File: src/rtl/ahb_bus_arbiter.sv
// Round-robin AHB bus arbiter: one-hot grant plus address/data-phase owner indices.
// Define AHB_LOCK_EN to build master lock support (ahb_lock_in / ahb_mastlock_out).
module ahb_bus_arbiter #(
  parameter int AHB_MASTER_NUM     = 4,
  parameter int AHB_DEFAULT_MASTER = 0,
  parameter int AHB_MAX_HOLD       = 16,
  localparam int MW = $clog2(AHB_MASTER_NUM)
) (
  input  logic                      ahb_clk_in,
  input  logic                      ahb_rst_in,
  input  logic [AHB_MASTER_NUM-1:0] ahb_busreq_in,
  input  logic [1:0]                ahb_trans_in,
  input  logic [2:0]                ahb_burst_in,
  input  logic                      ahb_ready_in,
  output logic [AHB_MASTER_NUM-1:0] ahb_grant_out,
  output logic [MW-1:0]             ahb_master_out,
  output logic [MW-1:0]             ahb_master_data_out
`ifdef AHB_LOCK_EN
  ,
  input  logic [AHB_MASTER_NUM-1:0] ahb_lock_in,
  output logic                      ahb_mastlock_out
`endif
);

  localparam logic [1:0] HT_IDLE   = 2'b00;
  localparam logic [1:0] HT_NONSEQ = 2'b10;
  localparam logic [1:0] HT_SEQ    = 2'b11;
  localparam logic [2:0] HB_SINGLE = 3'b000;
  localparam logic [2:0] HB_INCR   = 3'b001;
  localparam logic [MW-1:0] DEF_IDX = MW'(AHB_DEFAULT_MASTER);
  localparam logic [AHB_MASTER_NUM-1:0] ONE_HOT_LSB = {{(AHB_MASTER_NUM-1){1'b0}}, 1'b1};
  localparam logic [7:0] HOLD_LAST = 8'(AHB_MAX_HOLD - 2);

  typedef enum logic [1:0] {ST_IDLE, ST_OWN, ST_BURST} state_t;

  state_t                    r_state;
  state_t                    w_nextState;
  logic [AHB_MASTER_NUM-1:0] r_grant;
  logic [MW-1:0]             r_owner;
  logic [MW-1:0]             r_dataOwner;
  logic [MW-1:0]             r_lastOwner;
  logic [3:0]                r_beatCnt;
  logic [7:0]                r_holdCnt;
  logic                      r_isIncr;

  logic          w_isIdle;
  logic          w_isNonseq;
  logic          w_isSeq;
  logic          w_burstXfer;
  logic          w_finalBeat;
  logic          w_forceRel;
  logic          w_arbPoint;
  logic          w_lockHold;
  logic          w_found;
  logic [MW-1:0] w_winner;
  logic [MW-1:0] w_idx;
  logic [MW-1:0] w_nextOwner;
  logic [MW-1:0] w_nextLast;
  logic          w_startBurst;
  logic          w_restartHold;
  logic [3:0]    w_beatLoad;

  assign w_isIdle    = (ahb_trans_in == HT_IDLE);
  assign w_isNonseq  = (ahb_trans_in == HT_NONSEQ);
  assign w_isSeq     = (ahb_trans_in == HT_SEQ);
  assign w_burstXfer = w_isNonseq && (ahb_burst_in != HB_SINGLE);
  assign w_finalBeat = (r_state == ST_BURST) && w_isSeq && !r_isIncr && (r_beatCnt == 4'd1);
  assign w_forceRel  = (r_state == ST_BURST) && w_isSeq && r_isIncr && (r_holdCnt == HOLD_LAST);
  assign w_arbPoint  = ahb_ready_in &&
                       ((r_state == ST_IDLE) ||
                        ((r_state == ST_OWN) && (w_isIdle || (w_isNonseq && !w_burstXfer))) ||
                        ((r_state == ST_BURST) && (w_isIdle || w_isNonseq)) ||
                        w_finalBeat || w_forceRel);

`ifdef AHB_LOCK_EN
  assign w_lockHold = ahb_lock_in[r_owner];
`else
  assign w_lockHold = 1'b0;
`endif

  always_comb begin
    unique case (ahb_burst_in[2:1])
      2'b01:   w_beatLoad = 4'd3;
      2'b10:   w_beatLoad = 4'd7;
      2'b11:   w_beatLoad = 4'd15;
      default: w_beatLoad = 4'd0;
    endcase
  end

  // Round-robin search starts just after the last winner and wraps back to it.
  always_comb begin
    w_found  = 1'b0;
    w_winner = DEF_IDX;
    w_idx    = '0;
    for (int i = 1; i <= AHB_MASTER_NUM; i++) begin
      w_idx = MW'((int'(r_lastOwner) + i) % AHB_MASTER_NUM);
      if (!w_found && ahb_busreq_in[w_idx]) begin
        w_found  = 1'b1;
        w_winner = w_idx;
      end
    end
  end

  always_ff @(posedge ahb_clk_in) begin
    if (ahb_rst_in)
      r_state <= ST_IDLE;
    else if (ahb_ready_in)
      r_state <= w_nextState;
  end

  // A retained owner that starts a new burst, or is released from an INCR hold, stays in ST_BURST.
  always_comb begin
    w_nextState   = r_state;
    w_nextOwner   = r_owner;
    w_nextLast    = r_lastOwner;
    w_startBurst  = 1'b0;
    w_restartHold = 1'b0;
    if (w_arbPoint) begin
      if (w_lockHold || w_found) begin
        if (!w_lockHold) begin
          w_nextOwner = w_winner;
          w_nextLast  = w_winner;
        end
        if ((w_nextOwner == r_owner) && w_burstXfer) begin
          w_nextState  = ST_BURST;
          w_startBurst = 1'b1;
        end else if ((w_nextOwner == r_owner) && w_forceRel) begin
          w_nextState   = ST_BURST;
          w_restartHold = 1'b1;
        end else begin
          w_nextState = ST_OWN;
        end
      end else begin
        w_nextOwner = DEF_IDX;
        w_nextState = ST_IDLE;
      end
    end else if (ahb_ready_in && (r_state == ST_OWN) && w_burstXfer) begin
      w_nextState  = ST_BURST;
      w_startBurst = 1'b1;
    end
  end

  always_ff @(posedge ahb_clk_in) begin
    if (ahb_rst_in) begin
      r_grant     <= ONE_HOT_LSB << AHB_DEFAULT_MASTER;
      r_owner     <= DEF_IDX;
      r_dataOwner <= DEF_IDX;
      r_lastOwner <= DEF_IDX;
      r_beatCnt   <= 4'd0;
      r_holdCnt   <= 8'd0;
      r_isIncr    <= 1'b0;
    end else if (ahb_ready_in) begin
      r_grant     <= ONE_HOT_LSB << w_nextOwner;
      r_owner     <= w_nextOwner;
      r_dataOwner <= r_owner;
      r_lastOwner <= w_nextLast;
      if (w_startBurst) begin
        r_isIncr <= (ahb_burst_in == HB_INCR);
        if (ahb_burst_in == HB_INCR)
          r_holdCnt <= 8'd0;
        else
          r_beatCnt <= w_beatLoad;
      end else if (w_restartHold) begin
        r_holdCnt <= 8'd0;
      end else if ((r_state == ST_BURST) && w_isSeq) begin
        if (r_isIncr)
          r_holdCnt <= r_holdCnt + 8'd1;
        else
          r_beatCnt <= r_beatCnt - 4'd1;
      end
    end
  end

`ifdef AHB_LOCK_EN
  logic r_mastLock;

  always_ff @(posedge ahb_clk_in) begin
    if (ahb_rst_in)
      r_mastLock <= 1'b0;
    else if (ahb_ready_in)
      r_mastLock <= ahb_lock_in[w_nextOwner];
  end
`endif

  always_comb begin
    ahb_grant_out       = r_grant;
    ahb_master_out      = r_owner;
    ahb_master_data_out = r_dataOwner;
`ifdef AHB_LOCK_EN
    ahb_mastlock_out    = r_mastLock;
`endif
  end

endmodule
File: config.mk
export PLATFORM = sky130hd
export DESIGN_NAME = ahb_bus_arbiter
export DESIGN_NICKNAME = d
export VERILOG_FILES = /design/src/rtl/ahb_bus_arbiter.sv
export SDC_FILE = /design/constraint.sdc
export NUM_CORES = 1
export LEC_CHECK = 0
export ABC_AREA = 1
export CORE_ASPECT_RATIO = 1.75
export CORE_MARGIN = 2
export CORE_UTILIZATION = 60
export CTS_CLUSTER_DIAMETER = 120
export DETAILED_ROUTE_END_ITERATION = 7
export MAX_ROUTING_LAYER = met4
export PLACE_DENSITY = 0.84
export SLEW_MARGIN = 0
export SYNTH_ARGS = -nofsm -noshare
export SYNTH_HDL_FRONTEND = slang
export SYNTH_SLANG_ARGS = --single-unit
File: constraint.sdc
create_clock -name ahb_clk_in -period 4.5 [get_ports ahb_clk_in]
set_clock_uncertainty 0.15 [all_clocks]
set_input_delay 0.45 -clock ahb_clk_in [delete_from_list [all_inputs] [get_ports ahb_clk_in]]
set_output_delay 0.45 -clock ahb_clk_in [all_outputs]
set_load 0.1 [all_outputs]
==> results_dict.tcl <==
set metrics [dict create \
    ys_warn_count 0 \
    synth-seq-cells 25 \
    fin_tns_setup_ns 0 \
    ys.flop_type "dfxtp_1" \
    worstHoldStart "r_beatCnt[1]" \
    grt_max_degree 17 \
    synthAdderAreaFrac_pct 2.65 \
    layoutNonFillerInstCount 333 \
    drt_iter0_drc 47 \
    arrival_ns 2.79 \
    drive_above_1_share_pct 17.2 \
    yosysMostFrequentCell "nand2_1" \
    first_pass_iters 4 \
    start_kind "input pin" \
    vdd_ir_drop_max_v 0.000317 \
    core_mm2 0.00307 \
    max_freq_mhz 356 \
    ff2ff_path_depth 19 \
    clock_latency_ns 0.27 \
    io_buffer_count 19 \
    synth_simple_gate_area_share_pct 43.6 \
    vias_per_cell 5.38 \
    initial_core_util_pct 61.5 \
    cts_setup_buffers 0 \
    drv_slew 0 \
    grt_pass1_wl_mm 7.13 \
    r2r-start "r_lastOwner[0]" \
    die_y_um 78.2 \
    muxShareOfSynthArea_pct 0 \
    syn_area_mm2 0.00189 \
    fin_util_pct 68.9 \
    dp_cells 329 \
    r2r-end "r_holdCnt[1]" \
    synth_edf_count 0 \
    path_max_fanout 11 \
    grt_setup_unrepaired "false" \
    grt_use_total_pct 26.7 \
    dieArea_mm2 0.00363 \
    place_congestion 0.908 \
    worst_pin_slew_ns 0.979 \
    cts_tree "yes" \
    slew-limit-headroom_pct 34.6 \
    synth_cell_types 38 \
    synthToLayoutAreaGrowth_pct 12.1 \
    synth_top_family_by_area "simple AND/OR/NAND/NOR gates" \
    period_share_pct 62.4 \
    dp_hpwl_mm 3.25 \
    hold_ws_ns 0.318 \
    end_kind "register" \
    path_class "in2reg" \
    cellPowerDensity_mw_per_mm2 530 \
    synth_compound_gate_area_share_pct 13.7 \
    antenna_found_initial 0 \
    grt_remaining_overflow 0 \
    hold_depth 2 \
    r2r_setup_slack_ns 1.90 \
    cts.clk_slew.worst_paths_ns 0.08 \
    fp.dieW_um 46.4 \
    yosys.area.top_type_share_pct 26.5 \
    clk_path_buf_depth 2 \
    cts_hold_buffers 0 \
    drc 0 \
    fin_crit_ns 2.81 \
    setup_violations 0 \
    ant_nets 0 \
    synth_common_cells "nand2_1 (67), inv_1 (27), nand3_1 (26)" \
    whs_endpoint "r_beatCnt[1]" \
    synth_nets 290 \
    worstPathRequired_ns 4.49 \
    hold_violations 0 \
    synthTopCellsByArea "dfxtp_1 (26%), nand2_1 (13%), nand3_1 (6.9%), inv_1 (5.4%), nor2_1 (5.0%)" \
    max-cap-violations 0 \
    antenna_cells 0 \
    min_path_type "reg2reg" \
    routedWlPerCell_um 12.5 \
    grt_pass1_vias 1707 \
    root_buffer "clkbuf_8" \
    clock-sinks 25 \
    ctsResizeCount 0 \
    cts_buffers 3 \
    yosysTopAreaCell "dfxtp_1" \
    cts_max_level 1 \
    synth_xor_area_share_pct 3.25 \
    wl_mm 4.18 \
    power_leakage_nw 0.870 \
    seq_area_frac_synth_pct 26.5 \
    num_rows 27 \
    io_pins 20 \
    syn-instance-count 274 \
    fin_nets 307 \
    vias 1793 \
    fillCellCount 266 \
    synthArstFlopShare_pct 0 \
    avgSynthCellArea_um2 6.90 \
    status "complete, no violations" \
]
==> per-stage QoR <==
step | instance area (µm²) | total power (W) | setup slack [ns]
floorplan | 1890 | 0.000895 | 2.22
global placement | 2070 | 0.000976 | 1.50
detailed placement | 2070 | 0.000988 | 1.45
CTS | 2120 | 0.00112 | 1.73
global route | 2120 | 0.00121 | 1.41
finish | 2120 | 0.00112 | 1.69
==> worst max-delay path, cell delays in order <==
cell and delay (ns):
clkdlybuf4s50_1 0.77, inv_1 0.29, nor2_1 0.18, o21ai_1 0.09, nand2_1 0.14, nand2_1 0.13, inv_2 0.10, nand3_4 0.12
o211ai_4 0.17, nand3_4 0.20, nand2_2 0.10, a21oi_2 0.05
==> cell families (layout without fill, tap and decap cells) <==
family	Yosys count	in the layout
compound gates	39	39
buf+inv	41	57
simple gates	158	158
xor+xnor	7	7
flops	25	25
fa+ha+maj	4	4
==> registers in the layout, summed over array words and instances (netlist names) <==
signal / flops
ahb_grant_out: 4
ahb_master_data_out: 2
ahb_master_out: 2
r_beatCnt: 4
r_holdCnt: 8
r_isIncr: 1
r_lastOwner: 2
r_state: 2
==> worst max path at each step <==
stage                     slack (ns)         startpoint            to
after global routing            1.41       ahb_ready_in  r_holdCnt[1]
final                           1.69       ahb_ready_in  r_holdCnt[6]
after detailed placement        1.45       ahb_ready_in  r_holdCnt[3]
after CTS                       1.73       ahb_ready_in  r_holdCnt[6]
after floorplan                 2.22  ahb_master_out[1]  r_holdCnt[1]
after global placement          1.50       ahb_ready_in  r_holdCnt[5]
==> placed cells by master, fill, tap and decap left out, types with 2 or more instances in the layout <==
master,count
a21oi_1,12
a21oi_2,6
clkbuf_8,3
clkdlybuf4s50_1,19
dfxtp_1,25
ha_1,4
inv_1,27
inv_2,6
nand2_1,67
nand2_2,13
nand2_4,7
nand2_8,2
nand3_1,26
nand3_2,2
nand3_4,2
nand4_1,2
nor2_1,25
nor2_2,2
nor2_4,2
nor3_1,5
o21ai_0,10
o21ai_1,4
xnor2_1,2
xor2_1,5
==> layout make-up <==
cell class	count	area, µm²	share of cell area [%]
Tap cell	43	53.8	2.54
Clock buffer	3	41.3	1.95
Timing Repair Buffer	19	190	8.98
Sequential cell	25	500	23.6
Clock inverter	1	7.51	0.355
Multi-Input combinational cell	208	1190	56.4
Inverter	34	130	6.15
==> metal layers <==
metal,global-route usage (%),share of wire [%]
met5,-,0
met4,10.9,3.3
met3,3.68,2.8
met2,47.6,56
met1,27.4,38
==> power by group <==
group          internal (W)  total, W  switching, W  leakage [nW]
registers          0.000260  0.000305     0.0000451         0.204
clock network     0.0000628  0.000136     0.0000727        0.0217
logic              0.000208  0.000681      0.000473         0.644
(Power assumes the default switching activity.)
